<file path="src/rtl/prototipo_uwu_pkg.sv">
// Shared types, phase tables and widths for the prototipo_uwu stepper driver.
// Define HALF_STEP_EN to build the 8-entry half-step sequencer instead of wave drive.
package prototipo_uwu_pkg;

    // Coil drive vector, bit order {A,B,C,D}
    typedef logic [3:0] coil_t;

    localparam int unsigned PRESC_W = 24;

`ifdef HALF_STEP_EN
    localparam int unsigned PHASE_W = 3;
`else
    localparam int unsigned PHASE_W = 2;
`endif

    localparam int unsigned NUM_PHASES = 1 << PHASE_W;

    // Wave drive: one coil at a time
    localparam coil_t FULL_TABLE [4] = '{
        4'b1000, 4'b0100, 4'b0010, 4'b0001
    };

    // Half step: alternating single and adjacent-pair coils
    localparam coil_t HALF_TABLE [8] = '{
        4'b1000, 4'b1100, 4'b0100, 4'b0110,
        4'b0010, 4'b0011, 4'b0001, 4'b1001
    };

    // Coil pattern for a given phase in the selected stepping mode
    function automatic coil_t phase_pattern(logic [PHASE_W-1:0] ph);
`ifdef HALF_STEP_EN
        return HALF_TABLE[ph];
`else
        return FULL_TABLE[ph];
`endif
    endfunction

endpackage

</file>
<file path="src/rtl/prototipo_uwu_prescaler.sv">
// Step-rate prescaler: counts enabled clocks, tick_c high on the CLK_DIV-th one.
module prototipo_uwu_prescaler
    import prototipo_uwu_pkg::*;
#(
    parameter int unsigned CLK_DIV = 25000
) (
    input  logic clk,
    input  logic rst_n,
    input  logic en_i,
    input  logic clr_i,
    output logic tick_c
);

    localparam logic [PRESC_W-1:0] TERMINAL = PRESC_W'(CLK_DIV - 1);

    logic [PRESC_W-1:0] cnt_q;
    logic [PRESC_W-1:0] cnt_d;

    assign tick_c = en_i && !clr_i && (cnt_q == TERMINAL);

    // Next count: clear wins, wrap to zero on tick
    always_comb begin
        cnt_d = cnt_q;
        if (clr_i) begin
            cnt_d = '0;
        end else if (en_i) begin
            cnt_d = tick_c ? '0 : cnt_q + PRESC_W'(1);
        end
    end

    // Count register with synchronous reset
    always_ff @(posedge clk) begin
        if (!rst_n) begin
            cnt_q <= '0;
        end else begin
            cnt_q <= cnt_d;
        end
    end

endmodule

</file>
<file path="src/rtl/prototipo_uwu_drv.sv">
// Unipolar 4-coil stepper phase sequencer; coils driven while control is high.
// Build with HALF_STEP_EN defined for half-step (8-phase) operation.
module prototipo_uwu_drv
    import prototipo_uwu_pkg::*;
#(
    parameter int unsigned CLK_DIV = 25000,
    parameter bit          REVERSE = 1'b0
) (
    input  logic clk,
    input  logic rst_n,
    input  logic control,
    output logic A,
    output logic B,
    output logic C,
    output logic D
);

    logic [PHASE_W-1:0] phase_q;
    logic [PHASE_W-1:0] phase_d;
    coil_t              coils_q;
    coil_t              coils_d;
    logic               tick_c;

    prototipo_uwu_prescaler #(
        .CLK_DIV (CLK_DIV)
    ) u_prescaler (
        .clk    (clk),
        .rst_n  (rst_n),
        .en_i   (control),
        .clr_i  (!control),
        .tick_c (tick_c)
    );

    // Show current phase while running; advance phase on prescaler tick, hold it when idle
    always_comb begin
        phase_d = phase_q;
        coils_d = '0;
        if (control) begin
            coils_d = phase_pattern(phase_q);
            if (tick_c) begin
                phase_d = REVERSE ? phase_q - PHASE_W'(1) : phase_q + PHASE_W'(1);
            end
        end
    end

    // Phase and coil output registers with synchronous reset
    always_ff @(posedge clk) begin
        if (!rst_n) begin
            phase_q <= '0;
            coils_q <= '0;
        end else begin
            phase_q <= phase_d;
            coils_q <= coils_d;
        end
    end

    assign {A, B, C, D} = coils_q;

endmodule

</file>
<file path="config.mk">
export PLATFORM = sky130hd
export DESIGN_NAME = prototipo_uwu_drv
export DESIGN_NICKNAME = d
export VERILOG_FILES = /design/src/rtl/prototipo_uwu_pkg.sv /design/src/rtl/prototipo_uwu_prescaler.sv /design/src/rtl/prototipo_uwu_drv.sv
export SDC_FILE = /design/constraint.sdc
export NUM_CORES = 1
export LEC_CHECK = 0
export BUFFER_PORTS_ARGS = -buffer_cell sky130_fd_sc_hd__buf_4
export CELL_PAD_IN_SITES_DETAIL_PLACEMENT = 1
export CELL_PAD_IN_SITES_GLOBAL_PLACEMENT = 2
export CORE_MARGIN = 4
export CORE_UTILIZATION = 39
export DETAILED_ROUTE_END_ITERATION = 16
export HOLD_SLACK_MARGIN = 0.05
export PLACE_DENSITY_LB_ADDON = 0.08
export SETUP_SLACK_MARGIN = 0.2
export SLEW_MARGIN = 20
export SYNTH_ARGS = -nofsm -noshare
export SYNTH_HDL_FRONTEND = slang
export SYNTH_SLANG_ARGS = --single-unit
</file>
<file path="constraint.sdc">
create_clock -name clk -period 5.5 [get_ports clk]
set_input_delay 0.275 -clock clk [delete_from_list [all_inputs] [get_ports clk]]
set_output_delay 0.275 -clock clk [all_outputs]
set_load 0.005 [all_outputs]
</file>
==> flow_summary.ini, run 1 <==
[sta]
slew_headroom_pct = 35.53
hold_violations = 0
drv_slew = 0
fin_crit_sh_pct = 45.89
fmax_mhz = 396.2
tightest_slew_ns = 0.9643
rsz0062_at_grt = no
fin_skew_ns = 0.009819
setup_viol_count_final = 0
setup_tns_ns = 0
period_needed_ns = 2.524

[grt]
grt_max_degree = 24
grt_pass1_wl_um = 5306
grt_util_met1_pct = 17.60
grt.total_usage_pct = 16.06
grt_pass1_vias = 1189
grt-busiest-layer = met2
use_met3_pct = 4.047
gr-total-overflow = 0
antenna_found_initial = 0
use_met2_pct = 27.85

[critical_path]
crit_family = simple AND/OR/NAND/NOR gates
critPathRequiredTime_ns = 5.70
ff2ff_setup_slack_ns = 2.98
crit_fanout = 23
path_cells = or4_1 -> or4_4 -> o211ai_2 -> nor2_1
startpoint_type = flop
arrival_ns = 2.72
critPathKind = flop to flop
path_buf_inv = 0
setup.worst_path.end_class = flop
cpMaxStageDelayCell = o211ai_2
max_stage_delay_ns = 0.80

[clocking]
clk_pin_slew_ns = 0.10
root_buffer = clkbuf_4
cts_resized = 0
cts_tree = done
cts_max_level = 2
clock_latency_ns = 0.34
clk_path_buf_depth = 2
cts_sinks = 30
cts_made_buffers = 5
cts_setup_buffers = 0
holdBufCountCts = 0

[finish]
area_growth_pct = 13.12
n_antenna_cell = 0
utilization_pct = 45.89
drive_above_1_share_pct = 10.49
layout_common_cells = dfxtp_1, nor2_1, a21oi_1, inv_1, or4_1
nets = 169
final_common_cell = dfxtp_1

[die]
die_y_um = 66.92
die_w_um = 66.92
start_util_pct = 40.57
die_area_mm2 = 0.004478
pin_count = 7
rows = 21
core_mm2 = 0.003337

[power_and_ir_drop]
p_clk_share_pct = 51.0
p_sw_uw = 87.09
power.density_mw_per_mm2 = 301.5
comb_power_share_pct = 1.7
ir_worst_vdd_mv = 0.1470
p_leak_uw = 0.0005106
p_sw_share_pct = 18.86
power.internal_uw = 374.7
power_frac_seq_pct = 47.4

[run_status]
outcome = complete, no violations

[routing]
firstDrtPassIters = 4
remaining_drc_errors = 0
routed_wl_um = 2904
drt_iter0_markers = 57
vias = 1104
postRouteAntennaNets = 0
viasPerCell = 5.308
post_drt_wl_per_cell_um = 13.96

[synth]
synth-seq-area-share_pct = 44.36
synthesis.nets = 161
avgSynthCellArea_um2 = 8.848
synth_ff_type = dfxtp_1
yosys_warnings = 0
ys_ff_latch = 30
synthCells = 153
ys_types = 24
synthesis.area_mm2 = 0.001354
synthArstFlopShare_pct = 0
synth_edf_count = 0

[hold_path]
holdCritPathClass = input port to flop

[job]
cap_violations = 0

[place]
port-buffer-count = 6
dp_hpwl_um = 2122
place.gp.congestion = 0.7680
## cell families (layout without fill, tap and decap cells)
| group | count (synthesis) | in the layout | synth area share (%) |
|---|---|---|---|
| and+or+nand+nor | 65 | 65 | 26.99 |
| DFF | 30 | 30 | 44.36 |
| AOI/OAI and AO/OA | 27 | 27 | 11.46 |
| buffers and inverters | 15 | 24 | 5.453 |
| xor gates and xnor gates | 11 | 11 | 7.117 |
| adders and majority gates | 5 | 5 | 4.621 |
## through the flow
step                std cells  power, µW  cell area [µm²]  setup WS (ns)  hold slack [ns]
floorplan                 153      228.9             1354          3.524           0.4066
global placement          200      231.5             1420          2.992           0.4345
detailed placement        200      231.8             1420          2.921           0.4437
CTS                       208      469.4             1531          2.929           0.2101
global route              208      480.8             1531          2.773           0.2165
finish                    208      461.8             1531          2.976           0.2220
## worst reg2reg max path: stages, from the launching register on
cell	delay, ns
dfxtp_1	0.37
or4_1	0.54
or4_4	0.56
o211ai_2	0.80
nor2_1	0.11
## synthesized netlist by cell type, drive strengths merged (5+ instances only)
library cell   n  share of area, %
or4           11               6.4
nor2          15               4.2
a21oi         13               4.8
ha             5               4.6
o31ai          5               2.8
xnor2          8               5.2
or3            8               3.7
o21ai          8               3.0
nand3          7               2.6
inv           10               2.8
dfxtp         30                44
nand2          6               1.7
and3           6               2.8
## flip-flops by register name, summed over array words and instances, names as in the netlist
register           flops
u_prescaler.cnt_q     24
coils_q                4
phase_q                2
## metal layers
layer  vias to the layer above  routed length [µm]  share of wire [%]
met5                         -                   0                  0
met4                         0                  55                1.9
met3                         7                 137                4.7
met2                        15                1460                 50
met1                       523                1251                 43
li1                        559                   -                  -
## power by group through the flow
stage / registers, µW / logic, µW / clock network [µW]
after floorplan: 224 / 5.14 / 0
after global placement: 224 / 7.76 / 0
after detailed placement: 224 / 7.99 / 0
after CTS: 219 / 7.98 / 243
after global routing: 219 / 8.83 / 253
final: 219 / 7.65 / 235
## final timing paths
kind / start / end / cells past startpoint
worst max-delay path: u_prescaler.cnt_q[18] / u_prescaler.cnt_q[9] / 4
worst min-delay path: control / coils_q[0] / 2
worst max register to register: u_prescaler.cnt_q[18] / u_prescaler.cnt_q[9] / 4
worst min register to register: u_prescaler.cnt_q[0] / u_prescaler.cnt_q[0] / 1
## final cells by class
type	count	area, µm²
fillers	427	1805
multi-input cells	108	679.4
flip-flops and latches	30	600.6
clock inverters	2	60.06
well taps	46	57.56
clock buffers	6	51.30
repair buffers	6	45.04
inverters	10	37.54
(Power assumes the default switching activity.)
==> run 2: changes to the inputs <==
--- a/config.mk
+++ b/config.mk
@@ -9,7 +9,7 @@
 export CELL_PAD_IN_SITES_DETAIL_PLACEMENT = 1
 export CELL_PAD_IN_SITES_GLOBAL_PLACEMENT = 2
 export CORE_MARGIN = 4
-export CORE_UTILIZATION = 39
+export CORE_UTILIZATION = 36
 export DETAILED_ROUTE_END_ITERATION = 16
 export HOLD_SLACK_MARGIN = 0.05
 export PLACE_DENSITY_LB_ADDON = 0.08
==> constraint.sdc (replaced) <==
create_clock -name clk -period 2.5 [get_ports clk]
set_input_delay 0.125 -clock clk [delete_from_list [all_inputs] [get_ports clk]]
set_output_delay 0.125 -clock clk [all_outputs]
set_load 0.005 [all_outputs]
==> run 2 against run 1 <==
Via count up 1.9%; flip-flop and latch count unchanged; routed wire length up 3.2%; critical path depth up 1; maximum frequency up 18%; combinational power up 140%; sequential share of layout area up 0.26 points; clock skew down 0.0062 ns; die area up 7.3%; largest cell class unchanged.
==> flow_summary.ini, run 2 (synthesized netlist as in run 1, its figures left out) <==
[run_status]
outcome = complete, no violations

[finish]
nets = 171
biggestRegsByFlops = u_prescaler.cnt_q (24), coils_q (4), phase_q (2)
drive_above_1_share_pct = 11.04
final_common_cell = dfxtp_1
n_antenna_cell = 0
final_area_mm2 = 0.001521
layout_common_cells = dfxtp_1, nor2_1, a21oi_1, inv_1
regMostFlops = u_prescaler.cnt_q
area.sequential_um2 = 600.6
area_growth_pct = 12.38
largest_reg_flops = 24
multiInputGateArea_um2 = 686.9
nFillCells = 435

[routing]
postRouteAntennaNets = 0
drt_iter0_markers = 84
firstDrtPassIters = 4
remaining_drc_errors = 0
routed_wl_um = 2996
vias = 1125
viasPerCell = 5.332
post_drt_wl_per_cell_um = 14.20

[die]
core_mm2 = 0.003661
die_area_mm2 = 0.004806
die_w_um = 69.33
rows = 22
pin_count = 7
die_y_um = 69.33
start_util_pct = 36.98

[hold_path]
whs_path_depth = 3
holdPathEnd = phase_q[0]
holdCritPathClass = input port to flop
min_from = rst_n

[clocking]
root_buffer = clkbuf_8
cts_resized = 0
cts_setup_buffers = 0
cts_tree = done
clk_pin_slew_ns = 0.06
clock_latency_ns = 0.27
cts_sinks = 30
cts_made_buffers = 5
clk_path_buf_depth = 2
cts_max_level = 2
holdBufCountCts = 0

[sta]
fmax_mhz = 467.0
hold_violations = 0
fin_crit_sh_pct = 85.65
tightest_slew_ns = 0.4274
drv_slew = 0
slew_headroom_pct = 71.42
setup_tns_ns = 0
fin_skew_ns = 0.003601
period_needed_ns = 2.141
rsz0062_at_grt = no
setup_viol_count_final = 0

[place]
dp_hpwl_um = 2128
place.gp.congestion = 0.7084
port-buffer-count = 6
place_area_mm2 = 0.001438

[grt]
grt_pass1_vias = 1092
antenna_found_initial = 0
grt.total_usage_pct = 13.19
gr-total-overflow = 0
grt_max_degree = 24
grt_pass1_wl_um = 5181

[critical_path]
startpoint_type = flop
arrival_ns = 2.29
ff2ff_setup_slack_ns = 0.36
crit_fanout = 23
critPathKind = flop to flop
critPathRequiredTime_ns = 2.65
rr_endpoint = u_prescaler.cnt_q[9]
setup.worst_path.end_class = flop
rr_worst_depth = 5
r2r_start = u_prescaler.cnt_q[12]

[power_and_ir_drop]
p_sw_uw = 174.7
comb_power_share_pct = 2.2
power.internal_uw = 678.3
p_clk_share_pct = 41.3
power_frac_seq_pct = 56.5
p_leak_uw = 0.0005023
p_sw_share_pct = 20.48
ir_worst_vdd_mv = 0.2338
power.density_mw_per_mm2 = 560.6

[job]
cap_violations = 0
==> run 2: worst max path at each step <==
stage                          start                     to  slack (ns)  cells past startpoint
4_1_cts         u_prescaler.cnt_q[3]  u_prescaler.cnt_q[23]        0.26                      4
5_1_grt         u_prescaler.cnt_q[3]  u_prescaler.cnt_q[23]        0.24                      4
6_report       u_prescaler.cnt_q[12]   u_prescaler.cnt_q[9]        0.36                      5
2_1_floorplan  u_prescaler.cnt_q[18]  u_prescaler.cnt_q[19]        0.52                      5
3_5_place_dp    u_prescaler.cnt_q[3]  u_prescaler.cnt_q[23]        0.27                      4
3_3_place_gp    u_prescaler.cnt_q[3]  u_prescaler.cnt_q[23]        0.33                      4
==> run 2: stage by stage <==
stage / utilization (%) / hold WS (ns) / total power [µW] / setup slack, ns / instances
final: 41.56 / 0.1583 / 853.0 / 0.3588 / 211
after global routing: 41.56 / 0.1668 / 893.6 / 0.2443 / 211
after CTS: 41.35 / 0.1488 / 874.2 / 0.2572 / 211
after detailed placement: 39.27 / 0.4329 / 511.9 / 0.2691 / 204
after global placement: 39.27 / 0.4220 / 510.6 / 0.3265 / 204
after floorplan: - / 0.2566 / 503.6 / 0.5241 / 153
==> run 2: critical path, stage by stage, from the launching register on <==
cell and delay [ns]:
dfxtp_1 0.33, or4b_1 0.56, or4_4 0.58, o211ai_2 0.17
buf_4 0.28, nor2_1 0.09
==> run 2: per-layer routing <==
metal / wire length [µm] / up-vias / track usage, %
met5: 0 / - / 0
met2: 1496 / 12 / 22.03
met1: 1403 / 550 / 16.32
li1: - / 561 / -
met3: 86 / 2 / 3.913
met4: 10 / 0 / 3.905
==> run 2: power groups by stage <==
stage	registers [µW]	logic, µW	clock network (µW)
2_1_floorplan	492	11.3	0
3_3_place_gp	492	18.4	0
3_5_place_dp	493	19.3	0
4_1_cts	482	19.3	373
5_1_grt	482	21.4	390
6_report	482	18.6	352
==> run 2: cell type report <==
class | count | share of cell area (%)
Multi-Input combinational cell | 108 | 45.15
Sequential cell | 30 | 39.47
Clock buffer | 7 | 5.016
Timing Repair Buffer | 8 | 3.947
Tap cell | 48 | 3.947
Inverter | 10 | 2.467
==> run 3: changes to the inputs <==
--- a/config.mk
+++ b/config.mk
@@ -5,11 +5,12 @@
 export SDC_FILE = /design/constraint.sdc
 export NUM_CORES = 1
 export LEC_CHECK = 0
+export ABC_AREA = 1
 export BUFFER_PORTS_ARGS = -buffer_cell sky130_fd_sc_hd__buf_4
 export CELL_PAD_IN_SITES_DETAIL_PLACEMENT = 1
 export CELL_PAD_IN_SITES_GLOBAL_PLACEMENT = 2
 export CORE_MARGIN = 4
-export CORE_UTILIZATION = 36
+export CORE_UTILIZATION = 35
 export DETAILED_ROUTE_END_ITERATION = 16
 export HOLD_SLACK_MARGIN = 0.05
 export PLACE_DENSITY_LB_ADDON = 0.08
==> run 3 against run 2 <==
Hold slack got worse by 0.078 ns; via count rose by 20%; synthesized cell count rose by 46%; critical path depth rose by 1; die area rose by 19%; clock-buffer cell count did not move; critical endpoint is now u_prescaler.cnt_q[11]; final area rose by 16%; first-iteration DRC count fell by 18%.
==> flow_summary.ini, run 3 <==
[run_status]
outcome = complete, no violations

[finish]
biggestRegsByFlops = u_prescaler.cnt_q (24), coils_q (4), phase_q (2)
nets = 242
n_antenna_cell = 0
drive_above_1_share_pct = 14.10
area_growth_pct = 10.24
final_common_cell = nor2_1
largest_reg_flops = 24
regMostFlops = u_prescaler.cnt_q
final_area_mm2 = 0.001764
layout_common_cells = nor2_1, nand2_1, dfxtp_1, inv_1, nand3_1

[grt]
grt_max_degree = 25
antenna_found_initial = 0
gr-total-overflow = 0
grt_pass1_wl_um = 6389
grt_pass1_vias = 1407
grt.total_usage_pct = 15.33

[synth]
yosys_warnings = 0
synthMostInstantiatedCell = nor2_1
ys_top_cells_by_area = dfxtp_1, nor2_1, nand2_1, inv_1, ha_1
synthesis.nets = 231
synth_edf_count = 0
netlist_top_cells_count = nor2_1, nand2_1, dfxtp_1
synthCells = 223
synthArstFlopShare_pct = 0
avgSynthCellArea_um2 = 7.176
ys_ff_latch = 30
synth_ff_type = dfxtp_1
synth-seq-area-share_pct = 37.53
netlist.top_cell.by_area = dfxtp_1
ys_types = 23
synth_top_area_share_pct = 37.53
synthesis.area_mm2 = 0.001600

[critical_path]
critPathLaunch = u_prescaler.cnt_q[0]
startpoint_type = flop
critPathRequiredTime_ns = 2.66
rr_endpoint = u_prescaler.cnt_q[11]
rr_worst_depth = 6
critPathKind = flop to flop
ff2ff_setup_slack_ns = 0.92
setup.worst_path.end = u_prescaler.cnt_q[11]
arrival_ns = 1.74
crit_fanout = 24
setup.worst_path.end_class = flop
r2r_start = u_prescaler.cnt_q[0]

[sta]
period_needed_ns = 1.581
setup_viol_count_final = 0
fmax_mhz = 632.3
fin_skew_ns = 0.003173
setup_tns_ns = 0
hold_violations = 0
drv_slew = 0
rsz0062_at_grt = no
fin_crit_sh_pct = 63.26
slew_headroom_pct = 74.18
tightest_slew_ns = 0.3859

[routing]
firstDrtPassIters = 4
post_drt_wl_per_cell_um = 13.06
routed_wl_um = 3735
postRouteAntennaNets = 0
viasPerCell = 4.738
remaining_drc_errors = 0
vias = 1355
drt_iter0_markers = 69

[clocking]
clk_pin_slew_ns = 0.06
cts_max_level = 2
cts_sinks = 30
cts_tree = done
holdBufCountCts = 0
cts_setup_buffers = 0
clock_latency_ns = 0.28
cts_resized = 0
clk_path_buf_depth = 2
cts_made_buffers = 5
root_buffer = clkbuf_8

[place]
place_area_mm2 = 0.001688
port-buffer-count = 6
place.gp.congestion = 0.7558
dp_hpwl_um = 2970

[die]
die_area_mm2 = 0.005718
die_w_um = 75.62
rows = 24
start_util_pct = 36.50
die_y_um = 75.62
core_mm2 = 0.004384
pin_count = 7

[hold_path]
holdCritPathClass = input port to flop
min_from = rst_n
whs_path_depth = 3

[job]
cap_violations = 0

[power_and_ir_drop]
ir_worst_vdd_mv = 0.2572
p_leak_uw = 0.0006339
power_uw = 869.5
power.density_mw_per_mm2 = 492.9
[run 3: cells by family (layout without fill, tap and decap cells)]
family / after synthesis / after routing / share of synthesized area (%)
compound gates: 8 / 8 / 3.128
buf+inv: 25 / 36 / 6.802
simple gates: 143 / 143 / 42.06
fa+ha+maj: 5 / 5 / 3.909
xor+xnor: 12 / 12 / 6.568
flops: 30 / 30 / 37.53
[run 3: area by class of cell]
| cell class | instances | area [µm²] |
|---|---|---|
| clock buffer | 7 | 76.32 |
| fill | 577 | 2620 |
| inverter | 23 | 86.33 |
| multi-input combinational | 168 | 890.9 |
| sequential | 30 | 600.6 |
| tap | 52 | 65.06 |
| timing repair buffer | 6 | 45.04 |
[run 3: worst min path at each step]
stage               slack (ns)         end
CTS                       0.07  phase_q[0]
detailed placement        0.37  phase_q[0]
finish                    0.08  phase_q[0]
floorplan                 0.25  phase_q[1]
global route              0.09  phase_q[0]
global placement          0.37  phase_q[0]
[run 3: critical path, cell delays in order, from the launching register on]
cell	delay, ns
dfxtp_1	0.40
ha_1	0.28
nand3_1	0.12
nor2_2	0.14
nand3_2	0.13
nand2_4	0.29
nor2_1	0.09
[run 3: routing by layer]
| metal | vias to the layer above | routed length, µm | track usage [%] |
|---|---|---|---|
| met5 | - | 0 | 0 |
| met4 | 0 | 59 | 6.408 |
| met3 | 7 | 84 | 3.958 |
| met2 | 10 | 1912 | 26.65 |
| met1 | 641 | 1678 | 17.77 |
| li1 | 697 | - | - |
[run 3: power breakdown]
part | internal (µW) | switching [µW] | leakage [µW]
clock | 191 | 178 | 0.0000383
sequential | 480 | 2.30 | 0.000242
combinational | 5.78 | 11.9 | 0.000353
[run 3: through the flow]
step / util, % / worst slack (ns) / hold WS [ns] / std cells
final: 40.24 / 0.9186 / 0.08028 / 286
after global routing: 40.24 / 0.7798 / 0.08988 / 286
after CTS: 40.24 / 0.9002 / 0.07202 / 286
after detailed placement: 38.50 / 0.9096 / 0.3722 / 279
after global placement: 38.50 / 0.9734 / 0.3672 / 279
after floorplan: - / 1.122 / 0.2455 / 223
